File: config.mk
export PLATFORM = sky130hd
export DESIGN_NAME = fir_requant
export DESIGN_NICKNAME = d
export VERILOG_FILES = /design/src/rtl/fir_pkg.sv /design/src/rtl/fir_sat_cnt.sv /design/src/rtl/fir_requant.sv
export SDC_FILE = /design/constraint.sdc
export NUM_CORES = 1
export LEC_CHECK = 0
export ABC_AREA = 0
export BUFFER_PORTS_ARGS = -buffer_cell sky130_fd_sc_hd__buf_4
export CAP_MARGIN = 20
export CORE_AREA = 2 2 84 86
export CTS_CLUSTER_DIAMETER = 200
export CTS_CLUSTER_SIZE = 30
export DETAILED_ROUTE_END_ITERATION = 10
export DIE_AREA = 0 0 86 88
export PLACE_DENSITY = 0.84
export REMOVE_ABC_BUFFERS = 1
export SYNTH_ARGS = -nofsm -noshare
export SYNTH_HDL_FRONTEND = slang
export SYNTH_SLANG_ARGS = --single-unit
File: constraint.sdc
create_clock -name clk -period 2.23 [get_ports clk]
set_clock_uncertainty 0.05 [all_clocks]
set_input_delay 0.223 -clock clk [delete_from_list [all_inputs] [get_ports clk]]
set_output_delay 0.223 -clock clk [all_outputs]
set_load 0.05 [all_outputs]
File: src/rtl/fir_pkg.sv
// Shared constants for the FIR datapath and its requantizer.
package fir_pkg;

  localparam int DATA_WIDTH        = 16;
  localparam int ACC_WIDTH         = 32;
  localparam int SHIFT_DEFAULT     = 15;
  localparam int CNT_WIDTH_DEFAULT = 16;

  // Largest and smallest representable DATA_WIDTH-bit two's complement values.
  localparam logic signed [DATA_WIDTH-1:0] OUT_MAX = {1'b0, {(DATA_WIDTH-1){1'b1}}};
  localparam logic signed [DATA_WIDTH-1:0] OUT_MIN = {1'b1, {(DATA_WIDTH-1){1'b0}}};

endpackage

File: src/rtl/fir_sat_cnt.sv
// Sticky saturation flag plus a saturating event counter; clear wins over a
// simultaneous event.
module fir_sat_cnt
  import fir_pkg::*;
#(
  parameter int CNT_WIDTH = CNT_WIDTH_DEFAULT
) (
  input  logic                 clk,
  input  logic                 rst_n,
  input  logic                 sat_evt_i,
  input  logic                 clear_i,
  output logic                 sat_flag_o,
  output logic [CNT_WIDTH-1:0] sat_count_o
);

  localparam logic [CNT_WIDTH-1:0] CNT_ONE = {{(CNT_WIDTH-1){1'b0}}, 1'b1};

  logic                 flag_q, flag_d;
  logic [CNT_WIDTH-1:0] cnt_q, cnt_d;

  // Next-state: clear has priority, otherwise count events and stick at all-ones.
  always_comb begin
    flag_d = flag_q;
    cnt_d  = cnt_q;
    if (clear_i) begin
      flag_d = 1'b0;
      cnt_d  = '0;
    end else if (sat_evt_i) begin
      flag_d = 1'b1;
      if (cnt_q != '1) begin
        cnt_d = cnt_q + CNT_ONE;
      end
    end
  end

  // Statistics registers.
  always_ff @(posedge clk or negedge rst_n) begin
    if (!rst_n) begin
      flag_q <= 1'b0;
      cnt_q  <= '0;
    end else begin
      flag_q <= flag_d;
      cnt_q  <= cnt_d;
    end
  end

  assign sat_flag_o  = flag_q;
  assign sat_count_o = cnt_q;

endmodule

File: src/rtl/fir_requant.sv
// Requantizer for the FIR accumulator: round-half-up, arithmetic shift,
// saturate to OUT_WIDTH, with saturation statistics.
// Pipeline: stage 1 holds the rounded sum, stage 2 holds the shifted and
// clamped value, the output register presents it. A sample captured at edge k
// is visible on sample_out after edge k+2.
module fir_requant
  import fir_pkg::*;
#(
  parameter int IN_WIDTH  = ACC_WIDTH,
  parameter int OUT_WIDTH = DATA_WIDTH,
  parameter int SHIFT     = SHIFT_DEFAULT,
  parameter int CNT_WIDTH = CNT_WIDTH_DEFAULT
) (
  input  logic                        clk,
  input  logic                        rst,
  input  logic signed [IN_WIDTH-1:0]  sample_in,
  input  logic                        valid_in,
  input  logic                        clear_stats,
  output logic signed [OUT_WIDTH-1:0] sample_out,
  output logic                        valid_out,
  output logic                        sat_flag,
  output logic [CNT_WIDTH-1:0]        sat_count
);

  // Rounding constant is half an output LSB; zero when no shift is applied.
  localparam int RND_POS = (SHIFT > 0) ? SHIFT - 1 : 0;
  localparam logic signed [IN_WIDTH:0] RND =
    (SHIFT > 0) ? ({{IN_WIDTH{1'b0}}, 1'b1} << RND_POS) : '0;

  // Output limits sign-extended to the stage-1 width for direct comparison.
  localparam logic signed [IN_WIDTH:0] MAX_EXT =
    {{(IN_WIDTH-OUT_WIDTH+2){1'b0}}, {(OUT_WIDTH-1){1'b1}}};
  localparam logic signed [IN_WIDTH:0] MIN_EXT =
    {{(IN_WIDTH-OUT_WIDTH+2){1'b1}}, {(OUT_WIDTH-1){1'b0}}};

  logic signed [IN_WIDTH:0]    s1_d, s1_q;
  logic                        v1_q;
  logic signed [IN_WIDTH:0]    shifted;
  logic                        sat_hi, sat_lo;
  logic signed [OUT_WIDTH-1:0] s2_d, s2_q;
  logic                        v2_q, sat2_q;
  logic signed [OUT_WIDTH-1:0] out_q;
  logic                        vout_q;
  logic                        sat_evt;

  // One extra bit keeps the rounding add from overflowing.
  assign s1_d = {sample_in[IN_WIDTH-1], sample_in} + RND;

  // Stage 1: register the rounded sum; data holds while no sample arrives.
  always_ff @(posedge clk or negedge rst) begin
    if (!rst) begin
      v1_q <= 1'b0;
      s1_q <= '0;
    end else begin
      v1_q <= valid_in;
      if (valid_in) begin
        s1_q <= s1_d;
      end
    end
  end

  // Shift (floor) and clamp into the output range.
  always_comb begin
    shifted = s1_q >>> SHIFT;
    sat_hi  = (shifted > MAX_EXT);
    sat_lo  = (shifted < MIN_EXT);
    s2_d    = shifted[OUT_WIDTH-1:0];
    if (sat_hi) begin
      s2_d = MAX_EXT[OUT_WIDTH-1:0];
    end else if (sat_lo) begin
      s2_d = MIN_EXT[OUT_WIDTH-1:0];
    end
  end

  // Stage 2: register the clamped value together with its saturation tag.
  always_ff @(posedge clk or negedge rst) begin
    if (!rst) begin
      v2_q   <= 1'b0;
      s2_q   <= '0;
      sat2_q <= 1'b0;
    end else begin
      v2_q <= v1_q;
      if (v1_q) begin
        s2_q   <= s2_d;
        sat2_q <= sat_hi | sat_lo;
      end
    end
  end

  // Output register: holds its last value through gaps.
  always_ff @(posedge clk or negedge rst) begin
    if (!rst) begin
      vout_q <= 1'b0;
      out_q  <= '0;
    end else begin
      vout_q <= v2_q;
      if (v2_q) begin
        out_q <= s2_q;
      end
    end
  end

  // A clamped sample counts on the edge it is emitted, so the flag rises with valid_out.
  assign sat_evt = v2_q & sat2_q;

  fir_sat_cnt #(
    .CNT_WIDTH (CNT_WIDTH)
  ) u_sat_cnt (
    .clk         (clk),
    .rst_n       (rst),
    .sat_evt_i   (sat_evt),
    .clear_i     (clear_stats),
    .sat_flag_o  (sat_flag),
    .sat_count_o (sat_count)
  );

  assign sample_out = out_q;
  assign valid_out  = vout_q;

endmodule
After elaboration in Yosys (flattened, before gate mapping)
Index checks and enable logic that the tools add are counted.

Output and inout bits: 34. Bits of input ports: 36. Logic and storage cells: 26. Register bits: 86.

Reductions and logical operators: 3. Equality and inequality tests: 1. Add/sub/neg operators: 2. $lt $le $gt $ge: 2. Mux-type cells: 7. Bitwise logic cells: 2.

Operators with widths (number): $mux W16 (5); $add A32 B16 Y33 const B (1); $gt A18 B16 Y1 const B (1); $lt A18 B16 Y1 const B (1); $add A16 B1 Y16 const B (1); $ne A16 B16 Y1 const B (1); $reduce_bool A2 Y1 (2); $mux W1 (2); $reduce_and A2 Y1 (1); $and A1 B1 Y1 (1); $or A1 B1 Y1 (1).

Longest topological paths before layout
Word-level depth: 4. Mapped depth: 6. Mapped depth without buffers: 5.

Hierarchy
Synthesis repeated with hierarchy kept, for this count alone.

Cells, all modules: 350. Area total of the unflattened synthesis: 3580.9 µm².

Modules (own cells, without submodules): fir_requant (times used 1, cells an instance 253, area an instance 2621.3 µm², seq. area each 1351.3 µm²); fir_sat_cnt (times used 1, cells an instance 97, area an instance 959.7 µm², seq. area each 425.4 µm²).

Least setup slack after synthesis
OpenSTA, ideal clock, no wires.

Path type: register to register. Start point: register u_sat_cnt.cnt_q[0] (netlist: u_sat_cnt.sat_count_o[0]). End point: register u_sat_cnt.cnt_q[10] (netlist: u_sat_cnt.sat_count_o[10]). Data required time: 2102 ps. Setup time: 78 ps. Clock period less this slack: 2177 ps. Path slack: 53 ps. Buffers on the path: 1. Data arrival time: 2049 ps. Cell stages (with the launch flop): 7. Cell sequence: dfrtp_1 ha_1 nand3_1 or3_1 clkbuf_1 or4_1 a21oi_1.

Word-level cells in the longest chain between the ends: 4. Elaborated cells on any way between the ends: 7. Those cells by class: add/sub: 1; eq/ne: 1; mux: 3; reduce/logical: 2.

RTL lines: from (decl) (line fir_sat_cnt.sv:19) `logic [CNT_WIDTH-1:0] cnt_q, cnt_d;`; from (signal assigned) (line fir_sat_cnt.sv:43) `cnt_q <= cnt_d;`; $add A16 B1 Y16 (line fir_sat_cnt.sv:31) `cnt_d = cnt_q + CNT_ONE;`; $mux W16 (line fir_sat_cnt.sv:30) `if (cnt_q != '1) begin`; $mux W16 (line fir_sat_cnt.sv:28) `end else if (sat_evt_i) begin`; $mux W16 (line fir_sat_cnt.sv:25) `if (clear_i) begin`.

Several ways; a longest one is shown, not always the timed one. The select of a mux whose other input is x is not followed. A chain may end at the register's enable or synchronous reset.

Worst setup path in the final report
Same ends and word-level chain as after synthesis.

==> results by group <==
Outcome
  – Run status: finished clean

Hold path
  – Min-delay src: sample_in[30]
  – HP Class: in -> reg

Synthesis
  – Most used DFF post-synth: dfrtp_1
  – Synthesized cell area: 3590 µm²
  – Synth area leader: dfrtp_1
  – Average cell area after synthesis: 10.2 µm²
  – Ranking of synthesized cells by area: dfrtp_1 49%, mux2_2 11%, a21oi_1 6.0%, o21ba_2 4.2%, nor2_1 3.7%
  – Synth cell types: 37
  – Syn Inst Count: 354
  – Most frequent cells after synthesis: 71 x dfrtp_1, 43 x a21oi_1, 35 x nor2_1, 34 x mux2_2, 25 x nand2_1
  – Post-synth EDFFs: 0
  – Top-count cell post-synth: dfrtp_1
  – Share of the synthesized area in the top cell type: 49.4%
  – YS warnings: 0
  – #FFs+latches synth: 71
  – Ys async rst share: 100%
  – Seq/Total Area, Yosys: 49.4%

Clock network
  – Clock Latency Late Sink: 340 ps
  – CTS tree: yes
  – Clock Path Buffers: 2
  – Clock sink count: 71
  – Inserted Clock Buffers: 9
  – Clock Pin Slew Worst Setup and Hold Paths: 70 ps
  – H-tree depth: 3
  – # Post-CTS Setup Buffers: 0
  – CTS Root Cell: clkbuf_8

Timing
  – Min Tclk post-route: 1950 ps
  – Setup violators final: 0
  – Tcrit/Tclk final: 87.3%
  – Slew HR: 34.9%
  – Final slew viol count: 0
  – Worst-Margin Slew: 977 ps
  – Fmax achieved: 514 MHz
  – RSZ-0062 raised after global routing: no
  – Hold Fails Final Rpt: 0
  – Final WS setup: 284 ps

Setup path
  – Crit path max fanout: 7
  – Critical path type: reg -> reg
  – Crit path launch type: register
  – Crit path capture type: register
  – Worst EP arrival: 2160 ps
  – Reg2reg start: u_sat_cnt.sat_count_o[0]
  – CP required: 2440 ps
  – Worst setup path startpoint: u_sat_cnt.sat_count_o[0]

Route
  – DR vias/cell: 5.87
  – Drt pass-1 iters: 4
  – DR vias: 2872
  – Drt drc: 0
  – Detailed Route Iter0 Violations: 130
  – Post-DRT Antenna Nets: 0
  – Wire per inst: 15.0 µm
  – WL final: 7320 µm

Job
  – Maxcap violations: 0

Floorplanning
  – Core area: 6640 µm²
  – Die ar.: 7570 µm²
  – Starting Density: 54.1%
  – Row count: 30
  – Die Y: 88 µm
  – DIE WIDTH: 86 µm
  – I/O Pins: 70

GRT
  – First-pass GRT wire length: 12300 µm
  – Vias in the first global route: 2699
  – Largest net degree at the start of global routing: 46
  – Grt total ovfl: 0
  – Initial antenna violation count: 0
  – Global Route Usage Sum: 20.5%

Finish
  – Fillers: 528
  – Nets: 442
  – Area growth syn-to-layout: 19.8%
  – Finished Core Util: 64.8%
  – Share of layout cells above drive strength 1: 31.1%
  – ANT cells: 0

Power
  – Leakage: 1.76 nW
  – Pwr/cell area: 838 nW/µm²
  – Final total power: 3.61 mW
  – Peak VDD IR: 0.479 mV

Placed design
  – Post-place setup slack: 314 ps
  – I/O Buffers: 55
  – Post-DP HPWL: 4840 µm
  – RD Place Congestion: 0.876
timing repair:
item,CTS,global route
resized for setup,0,0
hold buffers,1,0
endpoints found under the hold margin,44,0
flip-flops by register name (all words and copies together) (netlist names):
| signal | count |
|---|---|
| s1_q | 18 |
| s2_q | 16 |
| sample_out | 16 |
| u_sat_cnt.sat_count_o | 16 |
| sat2_q | 1 |
| u_sat_cnt.sat_flag_o | 1 |
| v1_q | 1 |
| v2_q | 1 |
| valid_out | 1 |
power by group:
group          internal [mW]  total [mW]  switching (mW)
clock                  0.691        1.17           0.483
sequential              1.46        1.61           0.147
combinational          0.334       0.826           0.492
through the flow:
stage,cell area (µm²),instances,hold WS (ps),setup TNS (ps)
CTS,4300,489,113,0
floorplan,3510,333,-123,-1450
detailed placement,4060,472,213,0
global placement,4060,472,210,0
finish,4300,489,127,0
global route,4300,489,118,0
routing by layer:
metal | global-route usage, % | vias to the layer above | wire length (µm)
li1 | - | 1382 | -
met1 | 26.1 | 1395 | 3230
met2 | 34.2 | 86 | 3580
met3 | 3.39 | 9 | 394
met4 | 9.52 | 0 | 103
met5 | 0 | - | 0
logic make-up (layout without fill, tap and decap cells):
family,count (synthesis),count (layout),synth area share [%]
and+or+nand+nor,125,125,18.2
AOI/OAI and AO/OA,79,79,14.2
DFF,71,71,49.4
muxes,34,34,10.7
buffers and inverters,28,83,3.10
xor gates and xnor gates,15,15,3.66
adders and majority gates,2,2,0.696
worst paths after layout:
kind	endpoint	slack (ps)	depth (start not counted)
max	u_sat_cnt.sat_count_o[10]	280	5
min	s1_q[30]	130	3
max reg2reg	u_sat_cnt.sat_count_o[10]	280	5
min reg2reg	sample_out[5]	460	1
max in group asynchronous	s1_q[20]	1210	3
min in group asynchronous	u_sat_cnt.sat_count_o[5]	380	2
cell usage in the layout, fill, tap and decap left out, types with 2 or more instances in the layout:
cell,n
clkinv_2,2
nand2b_1,2
and4_1,4
nor2_1,35
or4_1,8
nor4_1,7
nand4_1,10
ha_1,2
nand3_1,14
inv_1,7
nand4b_1,2
nor3_1,8
buf_4,58
mux2_2,34
dfrtp_1,71
nand2_1,25
o21ba_2,15
o31ai_1,8
or3_1,5
clkbuf_8,11
bufinv_16,2
a21oi_1,43
xor2_1,6
o21ai_0,6
xnor2_1,9
critical path, cell delays in order, from the launching register on:
cell     delay, ps
dfrtp_1        440
ha_1           260
nand3_1        120
or3_1          420
or4_1          420
a21oi_1        160
area by class of cell:
class                   instances  area, µm²  area share (%)
well taps                      80        100            2.33
flip-flops and latches         71       1780            41.3
clock buffers                  11        151            3.52
clock inverters                 5       78.8            1.83
inverters                       7       26.3           0.610
repair buffers                 60        465            10.8
multi-input cells             255       1710            39.6
Note: power is estimated with default switching activity, not from simulation.
